[src/rtl/axil_slave_regfile.sv]
// AXI4-Lite slave register file with byte strobes, flat register export and per-register write pulses.
// Define AXIL_REGFILE_DECERR_EN to answer out-of-range accesses with DECERR instead of SLVERR.
module axil_slave_regfile #(
  parameter int          ADDR_WIDTH  = 12,
  parameter int          NUM_REGS    = 16,
  parameter logic [31:0] RESET_VALUE = 32'h0
) (
  input  logic                     aclk,
  input  logic                     aresetn,
  input  logic [ADDR_WIDTH-1:0]    s_axil_awaddr,
  input  logic [2:0]               s_axil_awprot,
  input  logic                     s_axil_awvalid,
  output logic                     s_axil_awready,
  input  logic [31:0]              s_axil_wdata,
  input  logic [3:0]               s_axil_wstrb,
  input  logic                     s_axil_wvalid,
  output logic                     s_axil_wready,
  output logic [1:0]               s_axil_bresp,
  output logic                     s_axil_bvalid,
  input  logic                     s_axil_bready,
  input  logic [ADDR_WIDTH-1:0]    s_axil_araddr,
  input  logic [2:0]               s_axil_arprot,
  input  logic                     s_axil_arvalid,
  output logic                     s_axil_arready,
  output logic [31:0]              s_axil_rdata,
  output logic [1:0]               s_axil_rresp,
  output logic                     s_axil_rvalid,
  input  logic                     s_axil_rready,
  output logic [NUM_REGS*32-1:0]   regs_o,
  output logic [NUM_REGS-1:0]      wr_pulse_o
);

`ifdef AXIL_REGFILE_DECERR_EN
  localparam logic [1:0] RESP_ERR = 2'b11;
`else
  localparam logic [1:0] RESP_ERR = 2'b10;
`endif
  localparam logic [1:0] RESP_OKAY = 2'b00;
  localparam int         IDX_W     = ADDR_WIDTH - 2;

  logic                alive_q, alive_d;
  logic                aw_held_q, aw_held_d;
  logic [IDX_W-1:0]    aw_idx_q, aw_idx_d;
  logic                w_held_q, w_held_d;
  logic [31:0]         wdata_q, wdata_d;
  logic [3:0]          wstrb_q, wstrb_d;
  logic                bvalid_q, bvalid_d;
  logic [1:0]          bresp_q, bresp_d;
  logic                rvalid_q, rvalid_d;
  logic [31:0]         rdata_q, rdata_d;
  logic [1:0]          rresp_q, rresp_d;
  logic [31:0]         regs_q [NUM_REGS];
  logic [31:0]         regs_d [NUM_REGS];
  logic [NUM_REGS-1:0] wr_pulse_q, wr_pulse_d;

  logic             aw_hs, w_hs, ar_hs, commit;
  logic             wr_in_range, rd_in_range;
  logic [IDX_W-1:0] wr_idx, rd_idx;
  logic [31:0]      wr_data, rd_word;
  logic [3:0]       wr_strb;
  logic             unused_ok;

  assign s_axil_awready = alive_q & ~aw_held_q & ~bvalid_q;
  assign s_axil_wready  = alive_q & ~w_held_q & ~bvalid_q;
  assign s_axil_arready = alive_q & ~rvalid_q;

  assign aw_hs = s_axil_awvalid & s_axil_awready;
  assign w_hs  = s_axil_wvalid & s_axil_wready;
  assign ar_hs = s_axil_arvalid & s_axil_arready;

  // The write commits on the edge that completes the pair, using whichever half is still live on the bus.
  assign commit  = (aw_held_q | aw_hs) & (w_held_q | w_hs);
  assign wr_idx  = aw_hs ? s_axil_awaddr[ADDR_WIDTH-1:2] : aw_idx_q;
  assign wr_data = w_hs ? s_axil_wdata : wdata_q;
  assign wr_strb = w_hs ? s_axil_wstrb : wstrb_q;
  assign rd_idx  = s_axil_araddr[ADDR_WIDTH-1:2];

  assign wr_in_range = 32'(wr_idx) < $unsigned(NUM_REGS);
  assign rd_in_range = 32'(rd_idx) < $unsigned(NUM_REGS);

  assign unused_ok = ^{s_axil_awprot, s_axil_arprot, s_axil_awaddr[1:0], s_axil_araddr[1:0]};

  always_comb begin
    rd_word = '0;
    for (int i = 0; i < NUM_REGS; i++) begin
      if (rd_idx == IDX_W'(i)) rd_word = regs_q[i];
    end
  end

  always_comb begin
    alive_d    = 1'b1;
    aw_held_d  = (aw_held_q | aw_hs) & ~commit;
    aw_idx_d   = aw_hs ? s_axil_awaddr[ADDR_WIDTH-1:2] : aw_idx_q;
    w_held_d   = (w_held_q | w_hs) & ~commit;
    wdata_d    = w_hs ? s_axil_wdata : wdata_q;
    wstrb_d    = w_hs ? s_axil_wstrb : wstrb_q;
    bvalid_d   = bvalid_q & ~s_axil_bready;
    bresp_d    = bresp_q;
    rvalid_d   = rvalid_q & ~s_axil_rready;
    rdata_d    = rdata_q;
    rresp_d    = rresp_q;
    regs_d     = regs_q;
    wr_pulse_d = '0;

    if (commit) begin
      bvalid_d = 1'b1;
      bresp_d  = wr_in_range ? RESP_OKAY : RESP_ERR;
      for (int i = 0; i < NUM_REGS; i++) begin
        if (wr_in_range && wr_idx == IDX_W'(i)) begin
          wr_pulse_d[i] = 1'b1;
          for (int k = 0; k < 4; k++) begin
            if (wr_strb[k]) regs_d[i][8*k +: 8] = wr_data[8*k +: 8];
          end
        end
      end
    end

    // Reads sample regs_q, so a same-edge write to the same register is not yet visible.
    if (ar_hs) begin
      rvalid_d = 1'b1;
      rdata_d  = rd_in_range ? rd_word : 32'h0;
      rresp_d  = rd_in_range ? RESP_OKAY : RESP_ERR;
    end
  end

  always_ff @(posedge aclk or negedge aresetn) begin
    if (!aresetn) begin
      alive_q    <= 1'b0;
      aw_held_q  <= 1'b0;
      aw_idx_q   <= '0;
      w_held_q   <= 1'b0;
      wdata_q    <= '0;
      wstrb_q    <= '0;
      bvalid_q   <= 1'b0;
      bresp_q    <= 2'b00;
      rvalid_q   <= 1'b0;
      rdata_q    <= '0;
      rresp_q    <= 2'b00;
      wr_pulse_q <= '0;
      for (int i = 0; i < NUM_REGS; i++) regs_q[i] <= RESET_VALUE;
    end else begin
      alive_q    <= alive_d;
      aw_held_q  <= aw_held_d;
      aw_idx_q   <= aw_idx_d;
      w_held_q   <= w_held_d;
      wdata_q    <= wdata_d;
      wstrb_q    <= wstrb_d;
      bvalid_q   <= bvalid_d;
      bresp_q    <= bresp_d;
      rvalid_q   <= rvalid_d;
      rdata_q    <= rdata_d;
      rresp_q    <= rresp_d;
      wr_pulse_q <= wr_pulse_d;
      regs_q     <= regs_d;
    end
  end

  for (genvar g = 0; g < NUM_REGS; g++) begin : g_export
    assign regs_o[32*g +: 32] = regs_q[g];
  end

  assign s_axil_bvalid = bvalid_q;
  assign s_axil_bresp  = bresp_q;
  assign s_axil_rvalid = rvalid_q;
  assign s_axil_rdata  = rdata_q;
  assign s_axil_rresp  = rresp_q;
  assign wr_pulse_o    = wr_pulse_q;

endmodule

[config.mk]
export PLATFORM = sky130hd
export DESIGN_NAME = axil_slave_regfile
export DESIGN_NICKNAME = d
export VERILOG_FILES = /design/src/rtl/axil_slave_regfile.sv
export SDC_FILE = /design/constraint.sdc
export NUM_CORES = 1
export LEC_CHECK = 0
export BUFFER_PORTS_ARGS = -buffer_cell sky130_fd_sc_hd__buf_2
export CORE_MARGIN = 3
export CORE_UTILIZATION = 40
export DETAILED_ROUTE_END_ITERATION = 6
export PLACE_DENSITY = 0.63
export SLEW_MARGIN = 25
export SYNTH_ARGS = -nofsm -noshare
export SYNTH_HDL_FRONTEND = slang
export SYNTH_SLANG_ARGS = --single-unit
[constraint.sdc]
create_clock -name aclk -period 5.5 [get_ports aclk]
set_input_delay 0.275 -clock aclk [delete_from_list [all_inputs] [get_ports aclk]]
set_output_delay 0.275 -clock aclk [all_outputs]
set_load 0.1 [all_outputs]
==> reports/metrics.yaml <==
n_fill_cell: 6266
drc_errors: 0
critical_path_class: "reg -> reg"
tightestPinTransition_ns: 1.142
yosysTopAreaCell: "dfrtp_1"
worstHoldPathCells: 3
post-route-util: 0.5114
portBuffers: 629
ctsResizeCount: 0
rsz0062_at_grt: "false"
instances_no_fill: 4421
h-tree-depth: 3
route.vias.total: 27005
reg2reg_depth: 6
cts_tree: "done"
die_w_um: 268.9
rows: 95
globalplace.congestion: 0.9226
async_flop_share: 1.000
grt.total_usage: 0.3794
finalSetupViolations: 0
cp-end-kind: "flip-flop"
finClkSkew_ns: 0.02509
synthCells: 2846
syn-cell-area_um2: 27650
dp_cells: 4273
fin_nets: 3513
postRouteAntennaNets: 0
drt_iter0_markers: 3631
layout_commonest_cell: "buf_2"
numCtsBuffers: 69
drv_cap: 0
cts_hold_buf: 16
postSynthAreaPerCell_um2: 9.716
layout-drive-gt1-share: 0.2811
synth_enable_flop_cells: 0
wl_per_cell_um: 31.73
post-route-period-util: 0.6817
postCtsSetupBuffers: 0
peakVddDrop_v: 0.0002645
grt_pass1_vias: 25215
grt_max_degree: 146
antenna_found_initial: 4
hold_class: "in -> reg"
path_clk_slew_ns: 0.06
dp_hpwl_um: 100300
yosys.area.top_type_share: 0.5548
insertion_delay_ns: 0.63
start_kind: "flip-flop"
synth_sequential_area_ratio: 0.5548
detail_route.vias_per_cell: 6.108
powerDensity_nw_per_um2: 398.4
chipHeight_um: 268.9
slew_violations: 0
yosysWarnings: 0
start_util: 0.4074
synth_cell_types: 80
cts.path.max_buffers: 3
routed_wirelength_um: 140300
final_cell_mix: "626 x buf_2, 613 x dfrtp_1, 521 x nand2_1"
io_pins: 642
cp.arrival_ns: 4.23
synthTopCellsByArea: "dfrtp_1 55%, o21ai_0 8.8%, nand2_1 7.1%"
fmax_mhz: 266.7
grt_pass1_wl_um: 193800
dieArea_um2: 72320
status: "finished, final reports clean"
firstDrtPassIters: 6
grt_overflow_total: 0
slew_headroom: 0.2387
wl_met2_um: 60530
synth_ff_type: "dfrtp_1"
met1_length_um: 55510
fp.coreArea_um2: 67870
route.met3.wl_um: 15840
synth_seq_cells: 613
root_buffer: "clkbuf_16"
min_period_ns: 3.749
highest_layer: "met4"
setup-tns-final_ns: 0
p_leak_nw: 17.13
cp_max_fo: 19
clock-sinks: 613
hold_viol: 0
worstPathRequired_ns: 5.98
synthToLayoutAreaGrowth_pct: 25.52
## cell families after synthesis
| group | synth area share |
|---|---|
| muxes | 0.06846 |
| other | 0.0002716 |
| buffers and inverters | 0.03968 |
| and+or+nand+nor | 0.1368 |
| DFF | 0.5548 |
| AOI/OAI and AO/OA | 0.2000 |
## critical path: stages, from the launching register on
cell and delay (ns):
dfrtp_1 0.43, and4bb_1 0.80, o211ai_1 0.56, o32ai_4 0.78, nand2_1 0.70, nand2_1 0.22, o21ai_0 0.11
## synthesized netlist by cell type (9+ instances only)
library cell	number
dfrtp_1	613
nand2_1	521
o21ai_0	487
nor2_1	202
a21oi_1	194
clkbuf_1	141
mux2i_1	89
mux2_2	58
inv_1	48
o22ai_1	47
buf_2	43
a22oi_1	26
nor3_1	23
nand3_1	21
a221oi_1	19
o221ai_1	19
nor2b_1	18
o211ai_1	16
a31oi_1	13
nand2b_1	13
a22o_1	12
nor3_4	12
mux4_2	11
a211oi_1	10
o31ai_1	10
buf_4	9
## area by class of cell
type / count / area (um2) / share of cell area
inverters: 48 / 180.2 / 0.005191
repair buffers: 729 / 4019 / 0.1158
diodes: 7 / 17.52 / 0.0005047
clock buffers: 103 / 2077 / 0.05984
multi-input cells: 1979 / 11600 / 0.3341
flip-flops and latches: 613 / 15340 / 0.4420
clock inverters: 21 / 325.3 / 0.009373
well taps: 921 / 1152 / 0.03320
## state kept, by name, summed over array words and instances, names as in the netlist
name,flops
s_axil_rvalid,1
aw_idx_q,10
s_axil_bvalid,1
w_held_q,1
aw_held_q,1
s_axil_bresp,1
wr_pulse_o,16
regs_o,512
s_axil_rresp,1
s_axil_rdata,32
alive_q,1
wdata_q,32
wstrb_q,4
## routing by layer
metal,track usage,up-vias
li1,-,11280
met1,0.5096,13418
met2,0.5626,1893
met3,0.1096,414
met4,0.1913,0
met5,0,-
## report_power, final
| part | internal [mW] | total, mW | switching [mW] |
|---|---|---|---|
| logic | 0.677 | 3.73 | 3.05 |
| registers | 4.85 | 5.17 | 0.313 |
| clock network | 2.92 | 4.93 | 2.01 |
## path summary, 6_finish.rpt
| path | from | end | slack, ns |
|---|---|---|---|
| min in group asynchronous | aresetn | regs_o[492] | 0.27 |
| hold / removal | s_axil_wdata[31] | regs_o[511] | 0.01 |
| setup reg to reg | aw_held_q | regs_o[2] | 1.75 |
| setup / recovery | aw_held_q | regs_o[2] | 1.75 |
| max in group asynchronous | aresetn | wdata_q[27] | 3.83 |
| hold reg to reg | s_axil_rdata[11] | s_axil_rdata[11] | 0.48 |
## through the flow
step	area [um2]	setup WS, ns	hold WS [ns]	total power, mW
after floorplan	27660	2.624	-0.02059	7.479
after CTS	34550	1.558	0.006556	13.71
after global routing	34690	1.613	0.01624	14.19
final	34710	1.751	0.01217	13.83
after global placement	31940	1.761	0.3521	8.784
after detailed placement	31980	1.675	0.3542	8.840
Note: power is estimated with default switching activity, not from simulation.
